$ cat config.mk
export PLATFORM = sky130hd
export DESIGN_NAME = ps2_kbd_ctrl_flat
export DESIGN_NICKNAME = d
export VERILOG_FILES = /design/src/rtl/ps2_kbd_if.sv /design/src/rtl/ps2_kbd_ctrl.sv /design/src/flat_wrapper.sv
export SDC_FILE = /design/constraint.sdc
export NUM_CORES = 1
export LEC_CHECK = 0
export BUFFER_PORTS_ARGS = -buffer_cell sky130_fd_sc_hd__buf_4
export CAP_MARGIN = 20
export CELL_PAD_IN_SITES_DETAIL_PLACEMENT = 1
export CELL_PAD_IN_SITES_GLOBAL_PLACEMENT = 1
export CORE_UTILIZATION = 48
export DETAILED_ROUTE_END_ITERATION = 12
export PLACE_DENSITY = 0.87
export SYNTH_ARGS = -nofsm -noshare
export SYNTH_HDL_FRONTEND = slang
export SYNTH_SLANG_ARGS = --single-unit
$ cat constraint.sdc
create_clock -name clk -period 3.1 [get_ports clk]
set_input_delay 0.93 -clock clk [delete_from_list [all_inputs] [get_ports clk]]
set_output_delay 0.93 -clock clk [all_outputs]
set_load 0.1 [all_outputs]
$ cat src/rtl/ps2_kbd_if.sv
// Bus between the PS/2 receiver / CPU side and the keyboard controller.
// The master drives frames and register strobes; the slave returns KBSR/KBDR/IRQ.
interface ps2_kbd_if;
  logic        cmd_rdy;
  logic [8:0]  cmd;
  logic        error;
  logic        kbsr_rd;
  logic        kbsr_wr;
  logic [15:0] kbsr_wdata;
  logic        kbdr_rd;
  logic [15:0] kbsr;
  logic [15:0] kbdr;
  logic        kbd_irq;

  modport master (
    output cmd_rdy, cmd, error, kbsr_rd, kbsr_wr, kbsr_wdata, kbdr_rd,
    input  kbsr, kbdr, kbd_irq
  );

  modport slave (
    input  cmd_rdy, cmd, error, kbsr_rd, kbsr_wr, kbsr_wdata, kbdr_rd,
    output kbsr, kbdr, kbd_irq
  );
endinterface

$ cat src/rtl/ps2_kbd_ctrl.sv
// PS/2 keyboard controller: folds E0/F0 prefixes into key events, queues them
// in a small FIFO and presents them through LC-3 style KBSR/KBDR registers.
module ps2_kbd_ctrl #(
  parameter int DEPTH = 8,
  parameter int PTR_W = $clog2(DEPTH)
) (
  input  logic     clk,
  input  logic     rst_n,
  ps2_kbd_if.slave bus
);

  typedef enum logic [1:0] {S_IDLE, S_EXT, S_BRK, S_EXT_BRK} pfx_state_e;

  typedef struct packed {
    logic       brk;
    logic       ext;
    logic [7:0] code;
  } kbd_event_t;

  localparam logic [7:0]     CODE_EXT = 8'hE0;
  localparam logic [7:0]     CODE_BRK = 8'hF0;
  localparam logic [PTR_W:0] FULL_CNT = (PTR_W + 1)'(DEPTH);

  pfx_state_e       state_q, state_d;
  kbd_event_t       mem_q [DEPTH];
  logic [PTR_W-1:0] wr_ptr_q, wr_ptr_d;
  logic [PTR_W-1:0] rd_ptr_q, rd_ptr_d;
  logic [PTR_W:0]   count_q, count_d;
  logic             ie_q, ie_d;
  logic             ovf_q, ovf_d;
  logic [7:0]       errcnt_q, errcnt_d;
  logic [15:0]      kbsr_q, kbsr_d;
  logic [15:0]      kbdr_q, kbdr_d;
  logic             irq_q, irq_d;

  logic       ok_frame, err_frame, wr_clr;
  logic       push_req, push_ok, pop, full;
  logic [7:0] scan;
  kbd_event_t push_evt, head_d;

  assign scan      = bus.cmd[7:0];
  assign ok_frame  = bus.cmd_rdy & ~bus.error;
  assign err_frame = bus.cmd_rdy & bus.error;
  assign wr_clr    = bus.kbsr_wr & bus.kbsr_wdata[13];

  // Parity bit, KBSR read strobe and read-only write bits have no effect here.
  logic unused_bits;
  assign unused_bits = ^{bus.cmd[8], bus.kbsr_rd, bus.kbsr_wdata[15], bus.kbsr_wdata[12:0]};

  // Prefix FSM: next state and event push request.
  always_comb begin
    // NOTE: every always_comb output gets a default first so no latch is inferred.
    state_d       = state_q;
    push_req      = 1'b0;
    push_evt.brk  = (state_q == S_BRK) || (state_q == S_EXT_BRK);
    push_evt.ext  = (state_q == S_EXT) || (state_q == S_EXT_BRK);
    push_evt.code = scan;
    if (err_frame) begin
      state_d = S_IDLE;
    end else if (ok_frame) begin
      if (scan == CODE_EXT) begin
        state_d = S_EXT;
      end else if (scan == CODE_BRK) begin
        unique case (state_q)
          S_IDLE:  state_d = S_BRK;
          S_EXT:   state_d = S_EXT_BRK;
          default: state_d = state_q;
        endcase
      end else begin
        push_req = 1'b1;
        state_d  = S_IDLE;
      end
    end
  end

  // FIFO bookkeeping, status fields and next values of the output registers.
  always_comb begin
    pop      = bus.kbdr_rd && (count_q != '0);
    full     = (count_q == FULL_CNT);
    push_ok  = push_req && (!full || pop);
    wr_ptr_d = push_ok ? wr_ptr_q + 1'b1 : wr_ptr_q;
    rd_ptr_d = pop ? rd_ptr_q + 1'b1 : rd_ptr_q;
    count_d  = count_q;
    if (push_ok && !pop)      count_d = count_q + 1'b1;
    else if (!push_ok && pop) count_d = count_q - 1'b1;

    ie_d = bus.kbsr_wr ? bus.kbsr_wdata[14] : ie_q;

    ovf_d = ovf_q;
    if (wr_clr)                      ovf_d = 1'b0;
    else if (push_req && full && !pop) ovf_d = 1'b1;

    errcnt_d = errcnt_q;
    if (wr_clr)                               errcnt_d = '0;
    else if (err_frame && errcnt_q != 8'hFF)  errcnt_d = errcnt_q + 8'd1;

    // A push into the slot that becomes the head must bypass the array.
    head_d = (push_ok && wr_ptr_q == rd_ptr_d) ? push_evt : mem_q[rd_ptr_d];
    kbdr_d = (count_d != '0) ? {6'b0, head_d} : 16'h0000;
    kbsr_d = {(count_d != '0), ie_d, ovf_d, 1'b0, 4'(count_d), errcnt_d};
    irq_d  = ie_d && (count_d != '0);
  end

  always_ff @(posedge clk or negedge rst_n) begin
    // NOTE: sequential state uses non-blocking assignments only.
    if (!rst_n) begin
      state_q  <= S_IDLE;
      wr_ptr_q <= '0;
      rd_ptr_q <= '0;
      count_q  <= '0;
      ie_q     <= 1'b0;
      ovf_q    <= 1'b0;
      errcnt_q <= '0;
      kbsr_q   <= '0;
      kbdr_q   <= '0;
      irq_q    <= 1'b0;
    end else begin
      state_q  <= state_d;
      wr_ptr_q <= wr_ptr_d;
      rd_ptr_q <= rd_ptr_d;
      count_q  <= count_d;
      ie_q     <= ie_d;
      ovf_q    <= ovf_d;
      errcnt_q <= errcnt_d;
      kbsr_q   <= kbsr_d;
      kbdr_q   <= kbdr_d;
      irq_q    <= irq_d;
    end
  end

  // NOTE: the event array is not reset; entries are only read while counted valid.
  always_ff @(posedge clk) begin
    if (push_ok) mem_q[wr_ptr_q] <= push_evt;
  end

  assign bus.kbsr    = kbsr_q;
  assign bus.kbdr    = kbdr_q;
  assign bus.kbd_irq = irq_q;

endmodule
$ cat src/flat_wrapper.sv
// flat-port wrapper written by rule: the top's interface ports become plain ports
module ps2_kbd_ctrl_flat 
#(
  parameter int DEPTH = 8,
  parameter int PTR_W = $clog2(DEPTH)
)
  (clk, rst_n, bus_cmd_rdy, bus_cmd, bus_error, bus_kbsr_rd, bus_kbsr_wr, bus_kbsr_wdata, bus_kbdr_rd, bus_kbsr, bus_kbdr, bus_kbd_irq);
  ps2_kbd_if bus_i ();
  input  logic clk;
  input  logic rst_n;
  input wire logic [$bits(bus_i.cmd_rdy)-1:0] bus_cmd_rdy;
  input wire logic [$bits(bus_i.cmd)-1:0] bus_cmd;
  input wire logic [$bits(bus_i.error)-1:0] bus_error;
  input wire logic [$bits(bus_i.kbsr_rd)-1:0] bus_kbsr_rd;
  input wire logic [$bits(bus_i.kbsr_wr)-1:0] bus_kbsr_wr;
  input wire logic [$bits(bus_i.kbsr_wdata)-1:0] bus_kbsr_wdata;
  input wire logic [$bits(bus_i.kbdr_rd)-1:0] bus_kbdr_rd;
  output wire logic [$bits(bus_i.kbsr)-1:0] bus_kbsr;
  output wire logic [$bits(bus_i.kbdr)-1:0] bus_kbdr;
  output wire logic [$bits(bus_i.kbd_irq)-1:0] bus_kbd_irq;
  assign bus_i.cmd_rdy = bus_cmd_rdy;
  assign bus_i.cmd = bus_cmd;
  assign bus_i.error = bus_error;
  assign bus_i.kbsr_rd = bus_kbsr_rd;
  assign bus_i.kbsr_wr = bus_kbsr_wr;
  assign bus_i.kbsr_wdata = bus_kbsr_wdata;
  assign bus_i.kbdr_rd = bus_kbdr_rd;
  assign bus_kbsr = bus_i.kbsr;
  assign bus_kbdr = bus_i.kbdr;
  assign bus_kbd_irq = bus_i.kbd_irq;
  ps2_kbd_ctrl #(.DEPTH(DEPTH), .PTR_W(PTR_W)) u_core (.clk(clk), .rst_n(rst_n), .bus(bus_i));
endmodule
### Word level (Yosys, flattened, before mapping)

Memories as Yosys holds them, arrays and structs flattened.
Cells that the tools add are included.

| cells by class | value |
|---|---|
| $add $sub $neg | 5 |
| equality and inequality tests | 9 |
| muxes and demuxes | 21 |
| bitwise operators | 4 |
| reduce and logical (&&, ||, !) cells | 20 |

Operators with widths:

| cell | number |
|---|---|
| 2-to-1 mux 10 bit | 2 |
| equality test 8 bit (second input constant) | 2 |
| 2-to-1 mux 8 bit | 2 |
| logical AND 1 bit | 9 |
| 2-to-1 mux 1 bit | 9 |
| adder 8 x 1 -> 8 bit (second input constant) | 1 |
| 2-to-1 mux 2 bit | 4 |
| 2-to-1 mux 4 bit | 2 |
| != test 8 bit (second input constant) | 1 |
| nonzero test 4 bit | 2 |
| adder 3 x 1 -> 3 bit (second input constant) | 2 |
| != test 5 x 2 -> 1 bit (second input constant) | 1 |
| adder 4 x 1 -> 4 bit (second input constant) | 1 |
| equality test 2 bit (second input constant) | 2 |
| equality test 4 bit (second input constant) | 1 |
| case mux 2 bit (2 select lines) | 1 |
| subtractor 4 x 1 -> 4 bit (second input constant) | 1 |
| AND 1 bit | 3 |
| equality test 3 bit | 1 |
| zero test 1 bit | 3 |
| logical OR 1 bit | 3 |
| 2-to-1 mux 3 bit | 1 |
| equality test 2 x 1 -> 1 bit (second input constant) | 1 |
| zero test 2 bit | 1 |
| 3 further kinds | 3 |

| word-level totals | value |
|---|---|
| flip-flop bits (word level) | 54 |
| memory bits (writable) | 80 |
| input port bits | 32 |
| output and inout port bits | 33 |
| word-level logic and storage cells | 70 |
| memories | 1 |

Memory list:

| memory | words | bits a word | read ports | clocked after Yosys merged registers in | write ports | RTL line | RTL |
|---|---|---|---|---|---|---|---|
| u_core.mem_q | 8 | 10 | 1 | 0 | 1 | ps2_kbd_ctrl.sv:25 | `kbd_event_t mem_q [DEPTH];` |

### Longest topological paths before layout

Gate-level depths: netlist of run 1.

| depth | value |
|---|---|
| depth after elaboration | 12 |
| depth in mapped cells | 11 |

### Least setup slack after synthesis of run 1

OpenSTA, ideal clock, no wires.

| timing path | value |
|---|---|
| path kind | register to register |
| from | register u_core.count_q[0] |
| to | memory u_core.mem_q[4][0] (netlist bit) (enable) |
| library setup time | 0.408 ns |
| arrival | 3.096 ns |
| setup slack | -0.403 ns |
| cell stages (with the launch flop) | 6 |
| buffers on the path | 0 |
| path through | dfrtp_1 -> inv_1 -> ha_1 -> nor4bb_1 -> nand2b_1 -> nor4b_1 |

| on the way | value |
|---|---|
| word-level cells in the longest chain between the ends | 6 |

Ends and longest elaborated chain:

| what | RTL line | RTL |
|---|---|---|
| start, declared | ps2_kbd_ctrl.sv:28 | `logic [PTR_W:0] count_q, count_d;` |
| start signal, assigned | ps2_kbd_ctrl.sv:121 | `count_q <= count_d;` |
| equality test 4 bit / nonzero test 4 bit (equally long branches) | ps2_kbd_ctrl.sv:79, ps2_kbd_ctrl.sv:78 |  |
| zero test 1 bit / logical AND 1 bit (equally long branches) | ps2_kbd_ctrl.sv:80, ps2_kbd_ctrl.sv:78 |  |
| logical OR 1 bit (*) | ps2_kbd_ctrl.sv:80 | `push_ok = push_req && (!full \|\| pop);` |
| logical AND 1 bit (*) | ps2_kbd_ctrl.sv:80 |  |
| 2-to-1 mux 1 bit (*) | ps2_kbd_ctrl.sv:133 | `if (push_ok) mem_q[wr_ptr_q] <= push_evt;` |
| 2-to-1 mux 1 bit (implied by the code) (*) | ps2_kbd_ctrl.sv:133 |  |
| end, declared | ps2_kbd_ctrl.sv:25 |  |

Mark *: on every way between the ends. The rest lies on a longest branch, timed or not.

### Worst setup path in the final report of run 1

| timing path | value |
|---|---|
| from | register u_core.count_q[0] |
| to | register u_core.kbdr_q[3], in the netlist u_core.bus.kbdr[3] |

| on the way | value |
|---|---|
| word-level cells in the longest chain between the ends | 10 |

Ends and longest elaborated chain:

| what | RTL line | RTL |
|---|---|---|
| equality test 4 bit / nonzero test 4 bit (equally long branches) | ps2_kbd_ctrl.sv:79, ps2_kbd_ctrl.sv:78 |  |
| zero test 1 bit / logical AND 1 bit (equally long branches) | ps2_kbd_ctrl.sv:80, ps2_kbd_ctrl.sv:78 |  |
| logical OR 1 bit | ps2_kbd_ctrl.sv:80 |  |
| logical AND 1 bit | ps2_kbd_ctrl.sv:80 |  |
| zero test 1 bit | ps2_kbd_ctrl.sv:85 | `else if (!push_ok && pop) count_d = count_q - 1'b1;` |
| logical AND 1 bit | ps2_kbd_ctrl.sv:85 |  |
| 2-to-1 mux 4 bit | ps2_kbd_ctrl.sv:85 |  |
| 2-to-1 mux 4 bit | ps2_kbd_ctrl.sv:84 | `if (push_ok && !pop) count_d = count_q + 1'b1;` |
| nonzero test 4 bit | ps2_kbd_ctrl.sv:99 | `kbdr_d = (count_d != '0) ? {6'b0, head_d} : 16'h0000;` |
| 2-to-1 mux 10 bit (*) | ps2_kbd_ctrl.sv:99 |  |
| named net u_core.kbdr_d[3] | ps2_kbd_ctrl.sv:33 | `logic [15:0] kbdr_q, kbdr_d;` |
| end signal, assigned | ps2_kbd_ctrl.sv:126 | `kbdr_q <= kbdr_d;` |
| end, declared | ps2_kbd_ctrl.sv:33 |  |

The timed path passes the listed nets; every way through them passes the cells marked *.
A chain may end at the register's enable or synchronous reset.

==> results of run 1 <==
[stage by stage]
step                      instance area [um2]  hold slack (ns)  cells   TNS, ns  utilization
after floorplan                          5326           0.4637    392  -0.02919            -
after global placement                   5782           0.4902    553         0       0.5502
after detailed placement                 5782           0.5065    553         0       0.5502
after CTS                                6384           0.3691    585         0       0.6075
after global routing                     6395           0.3897    585         0       0.6085
final                                    6395           0.3682    585         0       0.6085
[critical path, cell delays in order, from the launching register on]
cell	delay (ns)
dfrtp_1	0.45
inv_1	0.12
ha_1	0.23
or3b_4	0.47
and3_1	0.29
mux2i_1	0.15
buf_4	0.30
o221ai_1	0.19
o22a_1	0.23
a211oi_2	0.33
[layout make-up]
type | instances | area, um2 | area share
clock inverters | 7 | 52.55 | 0.008218
multi-input cells | 234 | 1852 | 0.2896
clock buffers | 25 | 549.3 | 0.08589
repair buffers | 62 | 490.5 | 0.07670
inverters | 7 | 26.28 | 0.004109
flip-flops and latches | 114 | 3254 | 0.5089
well taps | 136 | 170.2 | 0.02661
[logic make-up (layout without fill, tap and decap cells)]
| family | count (synthesis) | in the layout |
|---|---|---|
| buffers and inverters | 44 | 101 |
| AO/OA/AOI/OAI | 85 | 85 |
| adder cells (fa/ha/maj) | 5 | 5 |
| multiplexers | 46 | 46 |
| AND/OR/NAND/NOR | 80 | 80 |
| XOR/XNOR | 11 | 11 |
| flip-flops | 114 | 114 |
| other | 1 | 7 |
[synth_stat cells (all sizes together), types with 4 or more instances]
library cell | instances | share of area
dfrtp | 34 | 0.16
clkbuf | 16 | 0.011
nor2 | 12 | 0.0085
a211oi | 10 | 0.024
o21ai | 8 | 0.0083
a221o | 9 | 0.017
inv | 7 | 0.0050
o221ai | 11 | 0.018
or3 | 7 | 0.0092
a22oi | 9 | 0.013
mux2i | 45 | 0.085
xnor2 | 8 | 0.013
edfxtp | 80 | 0.46
a21oi | 7 | 0.0066
o22ai | 10 | 0.012
ha | 5 | 0.012
buf | 21 | 0.028
o22a | 9 | 0.015
nand2 | 15 | 0.011
o211ai | 4 | 0.0057
nand3 | 5 | 0.0057
nor3 | 16 | 0.015
[sequential cells by signal (all words and copies together) (netlist names), 2 cells and up]
| name | flops |
|---|---|
| u_core.rd_ptr_q | 3 |
| u_core.count_q | 3 |
| u_core.wr_ptr_q | 3 |
| u_core.state_q | 2 |
| u_core.bus.kbdr | 10 |
| u_core.bus.kbsr | 5 |
| u_core.errcnt_q | 7 |
| u_core.mem_q | 80 |
[power by group through the flow]
stage,clock [mW],combinational [mW],sequential [mW]
6_report,1.94,3.49,2.09
3_5_place_dp,0,3.35,2.11
2_1_floorplan,0,1.83,2.81
3_3_place_gp,0,3.25,2.09
4_1_cts,1.97,3.46,2.09
5_1_grt,2.03,3.64,2.12
[repair_timing]
| action | in CTS | in global routing |
|---|---|---|
| resized for setup | 0 | 4 |
| setup endpoints to repair | 0 | 2 |
| hold buffers | 0 | 0 |
[worst max-delay path by stage]
stage / startpoint / to / slack, ns / cells past startpoint
2_1_floorplan: u_core.count_q[0] / u_core.mem_q[6][0] / -0.003 / 5
3_3_place_gp: bus_cmd[0] / u_core.bus.kbdr[3] / 0.22 / 8
3_5_place_dp: bus_cmd[0] / u_core.bus.kbdr[3] / 0.14 / 8
4_1_cts: u_core.count_q[0] / u_core.bus.kbdr[8] / 0.03 / 8
5_1_grt: u_core.count_q[0] / u_core.bus.kbdr[8] / 0.08 / 8
6_report: u_core.count_q[0] / u_core.bus.kbdr[3] / 0.22 / 9
[metal layers]
metal / global-route usage / share of wire
met1: 0.3302 / 0.40
met2: 0.4608 / 0.51
met3: 0.07112 / 0.053
met4: 0.1155 / 0.030
met5: 0 / 0
[layout by cell type (no fill, tap or decap), drive strengths merged, types with 4 or more instances in the layout]
cell	netlist	routed
a221o	9	9
o21ai	8	8
nor3	16	16
conb	1	7
o221ai	11	11
nand2	15	15
ha	5	5
dfrtp	34	34
xnor2	8	8
a22oi	9	9
a21oi	7	7
o22a	9	9
or3	7	7
buf	21	62
inv	7	11
o22ai	10	10
mux2i	45	45
edfxtp	80	80
nor2	12	12
o211ai	4	4
a211oi	10	10
nand3	5	5
clkbuf	16	25
==> metrics.yaml, run 1 <==
synth:
  syn_avg_cell_area_um2: 13.67
  yosysSeqAreaShare: 0.6166
  synthMuxAreaShare: 0.08750
  synth_fa_ha_area_frac: 0.01186
  synth_compound_area_frac: 0.1330
  yosysUniqueCellTypes: 55
  synthCells: 386
  synth_edf_count: 80
  synth_top_family_by_area: "compound AO/OA/AOI/OAI gates"
  synth_xor_area_frac: 0.02229
  async_flop_share: 0.2982
  yosys.area_share.simple: 0.08395
  yosysWarnings: 0
  syn_area_um2: 5276
  synth.ff_latch_count: 114
  yosys_most_used_dff: "edfxtp_1"
sta:
  fmax_mhz: 346.9
  final-max-slew-violation-count: 0
  hold_viol_final: 0
  finalSetupViolCount: 0
  fin_crit_ns: 2.883
  min_period_over_period: 0.9299
  fin_ws_ns: 0.2174
  rsz0062_at_grt: "false"
  final.setup_skew_ns: 0.005836
  tightest_slew_ns: 0.7890
  slew_headroom: 0.4717
detailed_routing:
  dr.pass1.iters: 4
  wl_per_cell_um: 24.89
  via_per_inst: 6.251
  finalWirelength_um: 14560
  num_vias: 3657
  drt-initial-drc-count: 215
  drc: 0
  postRouteAntennaNets: 0
power:
  power_density_nw_per_um2: 1176
  pwr-share-seq: 0.278
  pwr-share-comb: 0.464
  total_power_mw: 7.518
  pwr-share-clk: 0.258
  ir_worst_vdd_uv: 825.2
  internal_power_mw: 4.317
  p_leak_nw: 2.479
  netSwitchingPower_mw: 3.201
  p_sw_frac: 0.4258
placement:
  gp_congestion: 0.7989
  dpl.hpwl_um: 8341
  port_buffers: 41
  post-place-ws_ns: 0.1403
layout:
  nFillCells: 992
  area_growth_pct: 21.20
  layout-drive-gt1-share: 0.2695
  antenna_cells: 0
  fin_nets: 473
outcome:
  outcome: "completed"
global_route:
  grt_max_degree: 45
  grt_antenna_before_repair: 0
  grt_pass1_wl_um: 22590
  grt.overflow.total: 0
  track_usage: 0.2726
  grt_pass1_vias: 3946
clock_tree:
  path_clk_slew_ns: 0.06
  cts_sinks: 114
  clockBufferDepth: 2
  clk_latency_ns: 0.52
  cts_tree: "yes"
  cts_root_buf: "clkbuf_8"
  cts_buffers: 17
  htree_levels: 4
  postCtsSetupBuffers: 0
worst_setup_path:
  r2r_cells: 9
  start_kind: "register"
  critPathKind: "register to register"
  rrSetupSlack_ns: 0.22
  rr_startpoint: "u_core.count_q[0]"
  cp.arrival_ns: 3.28
  worstSetupEndpointType: "register"
  cp_max_fo: 20
  r2r_end: "u_core.bus.kbdr[3]"
  crit_required_ns: 3.50
floorplanning:
  num_io_pins: 65
  start_util: 0.5021
  dieArea_um2: 11420
  die_w_um: 106.8
  row_count: 37
  core_area_um2: 10510
  die_h_um: 106.8
hold_path:
  hold_path_class: "primary input to asynchronous set/reset pin"
flow_run:
  cap_violations: 0
Note: power is estimated with default switching activity, not from simulation.
==> inputs of run 2 (changes only) <==
--- a/config.mk
+++ b/config.mk
@@ -12,6 +12,8 @@
 export CORE_UTILIZATION = 48
 export DETAILED_ROUTE_END_ITERATION = 12
 export PLACE_DENSITY = 0.87
+export REMOVE_ABC_BUFFERS = 1
+export SLEW_MARGIN = 10
 export SYNTH_ARGS = -nofsm -noshare
 export SYNTH_HDL_FRONTEND = slang
 export SYNTH_SLANG_ARGS = --single-unit
==> run 2 against run 1 <==
Die area stayed put. Hold slack gained 0.018 ns. Global-route usage down 1.9 points. First-iteration DRC count fell by 30%. Critical path type unchanged. Sequential share of layout area grew 0.95 points. Maximum frequency down 2.2%. Via count decreased by 1.1%. Largest cell class unchanged. Final area shrank 1.8%.
==> metrics.yaml, run 2 (synthesis results as in run 1) <==
outcome:
  outcome: "completed"
sta:
  tightest_slew_ns: 0.7837
  rsz0062_at_grt: "false"
  hold_viol_final: 0
  finalSetupViolCount: 0
  final.setup_skew_ns: 0.01137
  slew_headroom: 0.4752
  fin_crit_ns: 2.948
  final-max-slew-violation-count: 0
  fmax_mhz: 339.2
  holdWs_ns: 0.3862
  setup_tns_ns: 0
  fin_ws_ns: 0.1516
  min_period_over_period: 0.9511
placement:
  dpl.hpwl_um: 8118
  place_inst: 554
  post-place-ws_ns: 0.1157
  gp_congestion: 0.7532
  port_buffers: 41
layout:
  layout-drive-gt1-share: 0.2489
  fin_cells: 586
  largest_register_ff_count: 80
  area_growth_pct: 18.97
  fin_nets: 474
  top_register: "u_core.mem_q"
  antenna_cells: 0
  multi_input_area_um2: 1831
  final_cell_mix: "80 x edfxtp_1, 62 x buf_4, 45 x mux2i_1"
  final_common_cell: "edfxtp_1"
  nFillCells: 996
  regArea_um2: 3254
worst_setup_path:
  cp.arrival_ns: 3.35
  worstSetupEndpointType: "register"
  rrSetupSlack_ns: 0.15
  cp_slowest_cell: "or3b_1"
  critPathKind: "register to register"
  path_cells: "inv_1, ha_1, or3b_1, and3_1, nor3_1, o211ai_1, or2_0, buf_4, a211oi_2"
  crit_required_ns: 3.50
  start_kind: "register"
  cpPeakStageDelay_ns: 0.53
  cp_max_fo: 9
clock_tree:
  postCtsSetupBuffers: 0
  cts_buffers: 17
  clk_latency_ns: 0.50
  path_clk_slew_ns: 0.06
  cts_sinks: 114
  cts_tree: "yes"
  clockBufferDepth: 2
  htree_levels: 4
  cts_root_buf: "clkbuf_8"
detailed_routing:
  via_per_inst: 6.174
  num_vias: 3618
  wl_per_cell_um: 23.19
  routed-wl-met3_um: 697
  dr_wl_met2_um: 7107
  top_layer: "met4"
  postRouteAntennaNets: 0
  drc: 0
  finalWirelength_um: 13590
  drt-initial-drc-count: 150
  met1_length_um: 5473
  dr.pass1.iters: 4
power:
  power_density_nw_per_um2: 1136
  ir_worst_vdd_uv: 815.3
  p_leak_nw: 2.426
  total_power_mw: 7.129
global_route:
  track_usage: 0.2534
  grt_pass1_vias: 3953
  grt_antenna_before_repair: 0
  grt_pass1_wl_um: 21260
  grt.overflow.total: 0
  grt_max_degree: 45
floorplanning:
  dieArea_um2: 11420
  die_h_um: 106.8
  die_w_um: 106.8
  num_io_pins: 65
  core_area_um2: 10510
  start_util: 0.5021
  row_count: 37
flow_run:
  cap_violations: 0
hold_path:
  hold_path_class: "primary input to asynchronous set/reset pin"
-- run 2: cell types whose count changed in the layout (fill, tap and decap cells not counted), sizes merged --
cell      delta
inv          -3
clkbuf       +2
buf          +1
clkinvlp     +1
-- run 2: final timing paths --
path	startpoint	depth (start not counted)	end
max in group asynchronous	rst_n	1	u_core.rd_ptr_q[0]
min	rst_n	1	u_core.bus.kbsr[14]
min in group clk	u_core.bus.kbsr[14]	1	u_core.bus.kbsr[14]
min reg2reg	u_core.bus.kbsr[14]	1	u_core.bus.kbsr[14]
max reg2reg	u_core.count_q[0]	9	u_core.bus.kbdr[6]
max	u_core.count_q[0]	9	u_core.bus.kbdr[6]
-- run 2: per-layer routing --
metal / GRT usage / vias to the layer above
met5: 0 / -
met4: 0.1027 / 0
met3: 0.06018 / 23
met2: 0.4456 / 129
met1: 0.2976 / 1869
li1: - / 1597
-- run 2: per-stage QoR --
| step | area [um2] | utilization |
|---|---|---|
| 2_1_floorplan | 5092 | - |
| 3_3_place_gp | 5762 | 0.5483 |
| 3_5_place_dp | 5762 | 0.5483 |
| 4_1_cts | 6272 | 0.5969 |
| 5_1_grt | 6277 | 0.5973 |
| 6_report | 6277 | 0.5973 |
-- run 2: area by class of cell --
cell class / count / area share
Inverter: 7 / 0.004186
Multi-Input combinational cell: 234 / 0.2916
Clock inverter: 5 / 0.004584
Sequential cell: 114 / 0.5184
Clock buffer: 27 / 0.07674
Tap cell: 136 / 0.02711
Timing Repair Buffer: 63 / 0.07734
-- run 2: what timing repair did --
action	4_1_cts	5_1_grt
hold buffers	0	0
gates resized for setup	0	2
endpoints found under the setup margin	0	5
-- run 2: report_power, final --
group          internal (mW)  leakage (nW)  switching [mW]
Sequential              1.89          1.15           0.192
Combinational           1.16          1.03            2.21
Clock                   1.04         0.251           0.636
Total                   4.09          2.43            3.04
-- run 2: critical path: cells and delay by family (launching register included) --
family | cells | cell delay (ns)
AOI/OAI and AO/OA | 2 | 0.39
adders and majority gates | 1 | 0.23
buffers and inverters | 2 | 0.36
DFF | 1 | 0.44
and+or+nand+nor | 4 | 1.41
